--- src/rtl/dot_if.sv ---
// Handshake bundle between an operand source, the dot-product unit
// and its result consumer.
interface dot_if #(
    parameter int ARGW = 16,
    parameter int RESW = 24
);
    logic [2*ARGW-1:0] arg_data;
    logic              arg_valid;
    logic              arg_ready;
    logic [RESW-1:0]   res_data;
    logic              res_valid;
    logic              res_ready;

    modport master (
        output arg_data,
        output arg_valid,
        input  arg_ready,
        input  res_data,
        input  res_valid,
        output res_ready
    );

    modport slave (
        input  arg_data,
        input  arg_valid,
        output arg_ready,
        output res_data,
        output res_valid,
        input  res_ready
    );
endinterface

--- src/rtl/dot.sv ---
// Fixed-point dot product: accumulates LEN scaled products a*b,
// then presents the sum until the consumer takes it.
module dot #(
    parameter int ARGW = 16,
    parameter int RESW = 24,
    parameter int FRAC = 8,
    parameter int LEN  = 4
) (
    input logic  clk,
    input logic  rst,
    dot_if.slave bus
);
    localparam int CW = (LEN > 1) ? $clog2(LEN) : 1;
    localparam logic [CW-1:0] LAST = CW'(LEN - 1);

    typedef enum logic {
        ACCUM,
        OUTPUT
    } state_t;

    state_t state;
    state_t state_nx;

    logic                   run;
    logic [CW-1:0]          cnt;
    logic [CW-1:0]          cnt_nx;
    logic signed [RESW-1:0] acc;
    logic signed [RESW-1:0] acc_nx;

    logic signed [ARGW-1:0]   a;
    logic signed [ARGW-1:0]   b;
    logic signed [2*ARGW-1:0] prod;
    logic signed [2*ARGW-1:0] shf;
    logic signed [RESW-1:0]   term;

    logic take;
    logic give;

    assign a    = bus.arg_data[2*ARGW-1:ARGW];
    assign b    = bus.arg_data[ARGW-1:0];
    assign prod = a * b;
    assign shf  = prod >>> FRAC;
    // Signed size cast: truncates when narrower, sign-extends when wider.
    assign term = RESW'(shf);

    assign bus.arg_ready = run && (state == ACCUM);
    assign bus.res_valid = (state == OUTPUT);
    assign bus.res_data  = acc;

    assign take = bus.arg_valid && bus.arg_ready;
    assign give = bus.res_valid && bus.res_ready;

    always_ff @(posedge clk or negedge rst) begin
        if (!rst) begin
            state <= ACCUM;
            run   <= 1'b0;
            cnt   <= '0;
            acc   <= '0;
        end else begin
            state <= state_nx;
            run   <= 1'b1;
            cnt   <= cnt_nx;
            acc   <= acc_nx;
        end
    end

    always_comb begin
        state_nx = state;
        cnt_nx   = cnt;
        acc_nx   = acc;
        unique case (state)
            ACCUM: begin
                if (take) begin
                    acc_nx = (cnt == '0) ? term : acc + term;
                    if (cnt == LAST) begin
                        cnt_nx   = '0;
                        state_nx = OUTPUT;
                    end else begin
                        cnt_nx = cnt + 1'b1;
                    end
                end
            end
            OUTPUT: begin
                if (give) begin
                    state_nx = ACCUM;
                end
            end
            default: begin
                state_nx = ACCUM;
            end
        endcase
    end
endmodule

--- src/flat_wrapper.sv ---
// flat-port wrapper written by rule: the top's interface ports become plain ports
module dot_flat 
#(
    parameter int ARGW = 16,
    parameter int RESW = 24,
    parameter int FRAC = 8,
    parameter int LEN  = 4
)
  (clk, rst, bus_arg_data, bus_arg_valid, bus_arg_ready, bus_res_data, bus_res_valid, bus_res_ready);
  dot_if #(.ARGW(ARGW), .RESW(RESW)) bus_i ();
  input logic clk;
  input logic rst;
  input wire logic [$bits(bus_i.arg_data)-1:0] bus_arg_data;
  input wire logic [$bits(bus_i.arg_valid)-1:0] bus_arg_valid;
  output wire logic [$bits(bus_i.arg_ready)-1:0] bus_arg_ready;
  output wire logic [$bits(bus_i.res_data)-1:0] bus_res_data;
  output wire logic [$bits(bus_i.res_valid)-1:0] bus_res_valid;
  input wire logic [$bits(bus_i.res_ready)-1:0] bus_res_ready;
  assign bus_i.arg_data = bus_arg_data;
  assign bus_i.arg_valid = bus_arg_valid;
  assign bus_arg_ready = bus_i.arg_ready;
  assign bus_res_data = bus_i.res_data;
  assign bus_res_valid = bus_i.res_valid;
  assign bus_i.res_ready = bus_res_ready;
  dot #(.ARGW(ARGW), .RESW(RESW), .FRAC(FRAC), .LEN(LEN)) u_core (.clk(clk), .rst(rst), .bus(bus_i));
endmodule
--- config.mk ---
export PLATFORM = sky130hd
export DESIGN_NAME = dot_flat
export DESIGN_NICKNAME = d
export VERILOG_FILES = /design/src/rtl/dot_if.sv /design/src/rtl/dot.sv /design/src/flat_wrapper.sv
export SDC_FILE = /design/constraint.sdc
export NUM_CORES = 1
export LEC_CHECK = 0
export ABC_AREA = 1
export CAP_MARGIN = 20
export CORE_ASPECT_RATIO = 1.1
export CORE_UTILIZATION = 65
export DETAILED_ROUTE_END_ITERATION = 10
export GPL_ROUTABILITY_DRIVEN = 0
export HOLD_SLACK_MARGIN = 0.1
export PLACE_DENSITY = 0.85
export REMOVE_ABC_BUFFERS = 1
export SLEW_MARGIN = 20
export SYNTH_ARGS = -nofsm -noshare
export SYNTH_HDL_FRONTEND = slang
export SYNTH_SLANG_ARGS = --single-unit
--- constraint.sdc ---
create_clock -name clk -period 2.5 [get_ports clk]
set_input_delay 0.5 -clock clk [delete_from_list [all_inputs] [get_ports clk]]
set_output_delay 0.5 -clock clk [all_outputs]
set_load 0.005 [all_outputs]
==> results of run 1 <==
-- cell families after synthesis --
group | Yosys count
AO/OA/AOI/OAI | 133
adder cells (fa/ha/maj) | 368
flip-flops | 28
XOR/XNOR | 15
AND/OR/NAND/NOR | 777
buffers and inverters | 600
other | 1
-- metrics by stage --
| step | setup TNS, ns | std cells | cell area, um^2 |
|---|---|---|---|
| floorplan | -84.11 | 1859 | 13400 |
| global placement | -112.21 | 2400 | 16200 |
| detailed placement | -115.10 | 2400 | 16200 |
| CTS | -90.07 | 2511 | 19200 |
-- cells in the mapped netlist --
cell         n  area [um^2]
dfrtp_1     28          701
xor2_1       8         70.1
fa_1       262         5250
clkinv_1     1         3.75
buf_2        2         10.0
conb_1       1         3.75
buf_1        1         3.75
a31o_2       1         8.76
xnor2_1      4         35.0
clkbuf_1    60          225
o21ai_1      8         40.0
a31oi_1      1         6.26
a21o_1       2         15.0
inv_1      531         1990
nor2_4       1         11.3
o21ai_0     37          185
o21bai_1    11         82.6
a21oi_1     64          320
xor2_2       3         48.8
nand3_1     67          335
nor2_1      89          334
nand4_1     19          119
and2_1       8         50.1
inv_2        5         18.8
nand2_4      2         22.5
nand3b_1     3         22.5
o211ai_1     1         7.51
and3_1       2         12.5
a21oi_2      1         8.76
nor3_1       4         20.0
nor4_1       3         18.8
o21a_1       3         22.5
or2_2        9         56.3
o22ai_1      1         6.26
or2_1        1         6.26
ha_1       106         1330
nand3_2      3         30.0
nand2_1    550         2060
a21boi_1     2         15.0
nand2_2     11         68.8
nor2_2       3         18.8
nor3_2       2         20.0
a2bb2oi_1    1         8.76
-- metal layers --
| layer | overflow | global-route usage |
|---|---|---|
| met5 | 0 | 0.231 |
| met4 | 55 | 0.828 |
| met3 | 0 | 0.651 |
| met2 | 59 | 0.956 |
| met1 | 0 | 0.771 |
-- what timing repair did --
action,CTS
cloned,6
resized for setup,654
endpoints found under the setup margin,24
setup buffers,101
pin swaps,264
==> out/qor.txt, run 1 <==
status -> aborted with a tool error
Stopped at -> global routing
stop err -> [ERROR GRT-0116] Global routing finished with congestion. Check the congestion regions in the DRC Viewer.
Remaining Overflow, GRT -> 114
Seq/Total Area, Yosys -> 0.0514
pre-CTS setup slack -> -5.19 ns
H-tree depth -> 1
largest net degree at the start of global routing -> 33
hpwl dp -> 32200 um
die width -> 140 um
clk buf depth -> 2
synthesis warning total -> 0
hold buffers post-CTS -> 0
Initial Utilization -> 0.662
simple-gate share of the synthesized area -> 0.236
GR Util All Layers -> 0.789
I/O Buffers -> 61
Compound-Gate Fraction of Synth Area -> 0.0534
Num CTS Buffers -> 3
vias in the first global route -> 20600
CTS Sinks -> 28
proportion of synthesized area in mux cells -> 0
std cell rows -> 55
Synth Area in XOR/XNOR -> 0.0113
Post-Syn Area -> 13600 um^2
chip height -> 154 um
Yosys reg bits -> 28
I/O Pins -> 62
Post-Synthesis Cells -> 1922
root buf cell -> clkbuf_16
unique cell type count in the Yosys netlist -> 43
largest family of logic cells by synthesized area -> adder cells
syn avg cell area -> 7.09 um^2
adder-cell area share of the yosys netlist -> 0.482
first-pass GRT wire length -> 126000 um
==> run 2, diff against run 1 <==
- CORE_ASPECT_RATIO: 1.1 -> unset
- CORE_UTILIZATION: 65 -> 40
- HOLD_SLACK_MARGIN: 0.1 -> unset
- PLACE_DENSITY: 0.85 -> unset
- PLACE_DENSITY_LB_ADDON: unset -> 0.15
==> run 2 against run 1 <==
The flow now finishes, with violations (negative setup slack). Synthesized cell count unchanged. Area after synthesis unchanged.
==> out/qor.txt, run 2 <==
antenna violations before repair -> 0
synthesis warning total -> 0 (unchanged)
H-tree depth -> 1 (unchanged)
Seq/Total Area, Yosys -> 0.0514 (unchanged)
Async S/R FF share, synth -> 1.00 (unchanged)
commonest cells after routing, fill and taps aside -> inv_1, nand2_1, buf_4, fa_1, nand2_2
die width -> 187 um (+33%)
HP Class -> reg -> reg
critical path's slowest cell -> fa_2
leading area contributor after synthesis -> fa_1
Worst Skew -> 0.00499 ns
Fmax achieved -> 0.149 GHz
unique cell type count in the Yosys netlist -> 43 (unchanged)
std cell rows -> 67 (+22%)
chip height -> 187 um (+21%)
vias in the first global route -> 14200
EDFF count, synth -> 0 (unchanged)
Core Area -> 33500 um^2
Clock transition at path regs -> 0.08 ns
buffer and inverter count on the worst path -> 12
worst-margin pin slew -> 0.911 ns
endpoint class of the critical path -> flip-flop
Num CTS Buffers -> 3 (unchanged)
Worst-Skew Late Latency -> 0.27 ns
Worst path max stage delay -> 0.58 ns
Detailed Route WL -> 43200 um
clk buf depth -> 2 (unchanged)
hpwl dp -> 32100 um (-0.42%)
Synth area leaders -> fa_1, nand2_1, inv_1
largest net degree at the start of global routing -> 29
Final WS setup -> -4.20 ns
crit share post-route -> 2.68
GR Util All Layers -> 0.250
Post-Synthesis Cells -> 1922 (unchanged)
failing checks -> negative setup slack
syn avg cell area -> 7.09 um^2 (unchanged)
root buf cell -> clkbuf_16
status -> complete, but fails checks
via count -> 13400
Area Growth Syn to Fin -> 51.4%
final hold violations -> 0
CP Max Fanout -> 5
top-count cell post-synth -> nand2_1
Data required, critical path -> 2.67 ns
Max Cap Viol -> 0
antenna diode count -> 0
DRT Pass-1 Iters -> 5
first-pass GRT wire length -> 70300 um
Residual DRC -> 0
Die ar. -> 34800 um^2
min Tclk post-route -> 6.70 ns
CTS Sinks -> 28 (unchanged)
I/O Buffers -> 61 (unchanged)
Remaining Overflow, GRT -> 0
I/O Pins -> 62 (unchanged)
CP top delay family -> adder cells
RSZ-0062 raised after global routing -> yes
commonest non-fill, non-tap cell in the layout -> inv_1
post-route ant nets -> 0
kind of critical path -> in -> reg
Final Max Slew Viols -> 0
Initial Utilization -> 0.406 (-0.256)
vias per cell -> 4.89
crit path launch type -> primary input
list of most frequent post-synthesis cells -> nand2_1, inv_1, fa_1, ha_1, nor2_1
WL/cell -> 15.7 um
Yosys reg bits -> 28 (unchanged)
share of post-route cells with drive strength above 1 -> 0.391
Yosys top cell area share -> 0.385 (unchanged)
Largest register FFs -> 24
Slew headroom -> 0.392
TritonCTS clock tree -> yes
hold buffers post-CTS -> 0 (unchanged)
Post-Syn Area -> 13600 um^2 (unchanged)
ys flop type -> dfrtp_1
final setup fails -> 24
final net count -> 2707
First DRT Iteration DRCs -> 716
Fin Hold WS -> 0.553 ns
Worst EP arrival -> 6.86 ns
## run 2: cell counts after synthesis
Identical to the previous run, type by type.
## run 2: timing repair
action                     in CTS  in global routing
gates cloned                    5                  2
buffers inserted              112                 24
resized for setup             641                211
setup endpoints to repair      24                 24
pin swaps                     234                168
## run 2: logic make-up after synthesis
group	after synthesis	share of synthesized area
flip-flops	28	0.0514
buffers and inverters	600	0.166
other	1	0.000275
AND/OR/NAND/NOR	777	0.236
XOR/XNOR	15	0.0113
adder cells (fa/ha/maj)	368	0.482
AO/OA/AOI/OAI	133	0.0534
## run 2: worst paths after layout
path                                                           from                                   to  slack (ns)  cells after the start
max in group asynchronous                                       rst  u_core.bus.res_data[23]$_DFFE_PN0P_        1.56                      2
worst max-delay path                                bus_arg_data[6]  u_core.bus.res_data[20]$_DFFE_PN0P_       -4.20                     35
min in group asynchronous                                       rst  u_core.bus.res_data[10]$_DFFE_PN0P_        0.63                      2
worst max register to register   u_core.bus.res_data[9]$_DFFE_PN0P_  u_core.bus.res_data[22]$_DFFE_PN0P_        0.46                     12
worst min register to register  u_core.bus.res_data[23]$_DFFE_PN0P_  u_core.bus.res_data[23]$_DFFE_PN0P_        0.55                      2
worst min-delay path            u_core.bus.res_data[23]$_DFFE_PN0P_  u_core.bus.res_data[23]$_DFFE_PN0P_        0.55                      2
## run 2: routing by layer
metal  vias to the layer above  global-route usage  share of wire
met1                      6652               0.327           0.43
met5                         -                   0              0
met3                        88              0.0216          0.046
met2                       364               0.447           0.50
met4                         0              0.0549          0.027
li1                       6341                   -              -
## run 2: area by class of cell
class / count / area, um^2
inverter: 537 / 2040
timing repair buffer: 439 / 4120
tap: 448 / 561
clock buffer: 4 / 88.8
sequential: 28 / 701
multi-input combinational: 1294 / 13100
fill: 2841 / 12900
## run 2: stage by stage
stage	setup TNS, ns	cells	cell area (um^2)	util	setup WS, ns
4_1_cts	-91.31	2734	19800	0.591	-4.17
6_report	-91.68	2750	20600	0.615	-4.20
2_1_floorplan	-84.11	1859	13400	-	-4.09
3_3_place_gp	-114.70	2615	16700	0.497	-5.19
3_5_place_dp	-114.91	2615	16700	0.497	-5.20
5_1_grt	-97.07	2750	20600	0.615	-4.40
## run 2: worst reg2reg max path: cells and delay by family, from the launching register on
family	cells	cell delay (ns)
adders and majority gates	1	0.47
AOI/OAI and AO/OA	1	0.24
DFF	1	0.43
and+or+nand+nor	10	0.80
Power of run 2 is not shown: default switching activity piles up to over one toggle a cycle in this logic, so the estimate is an artifact.
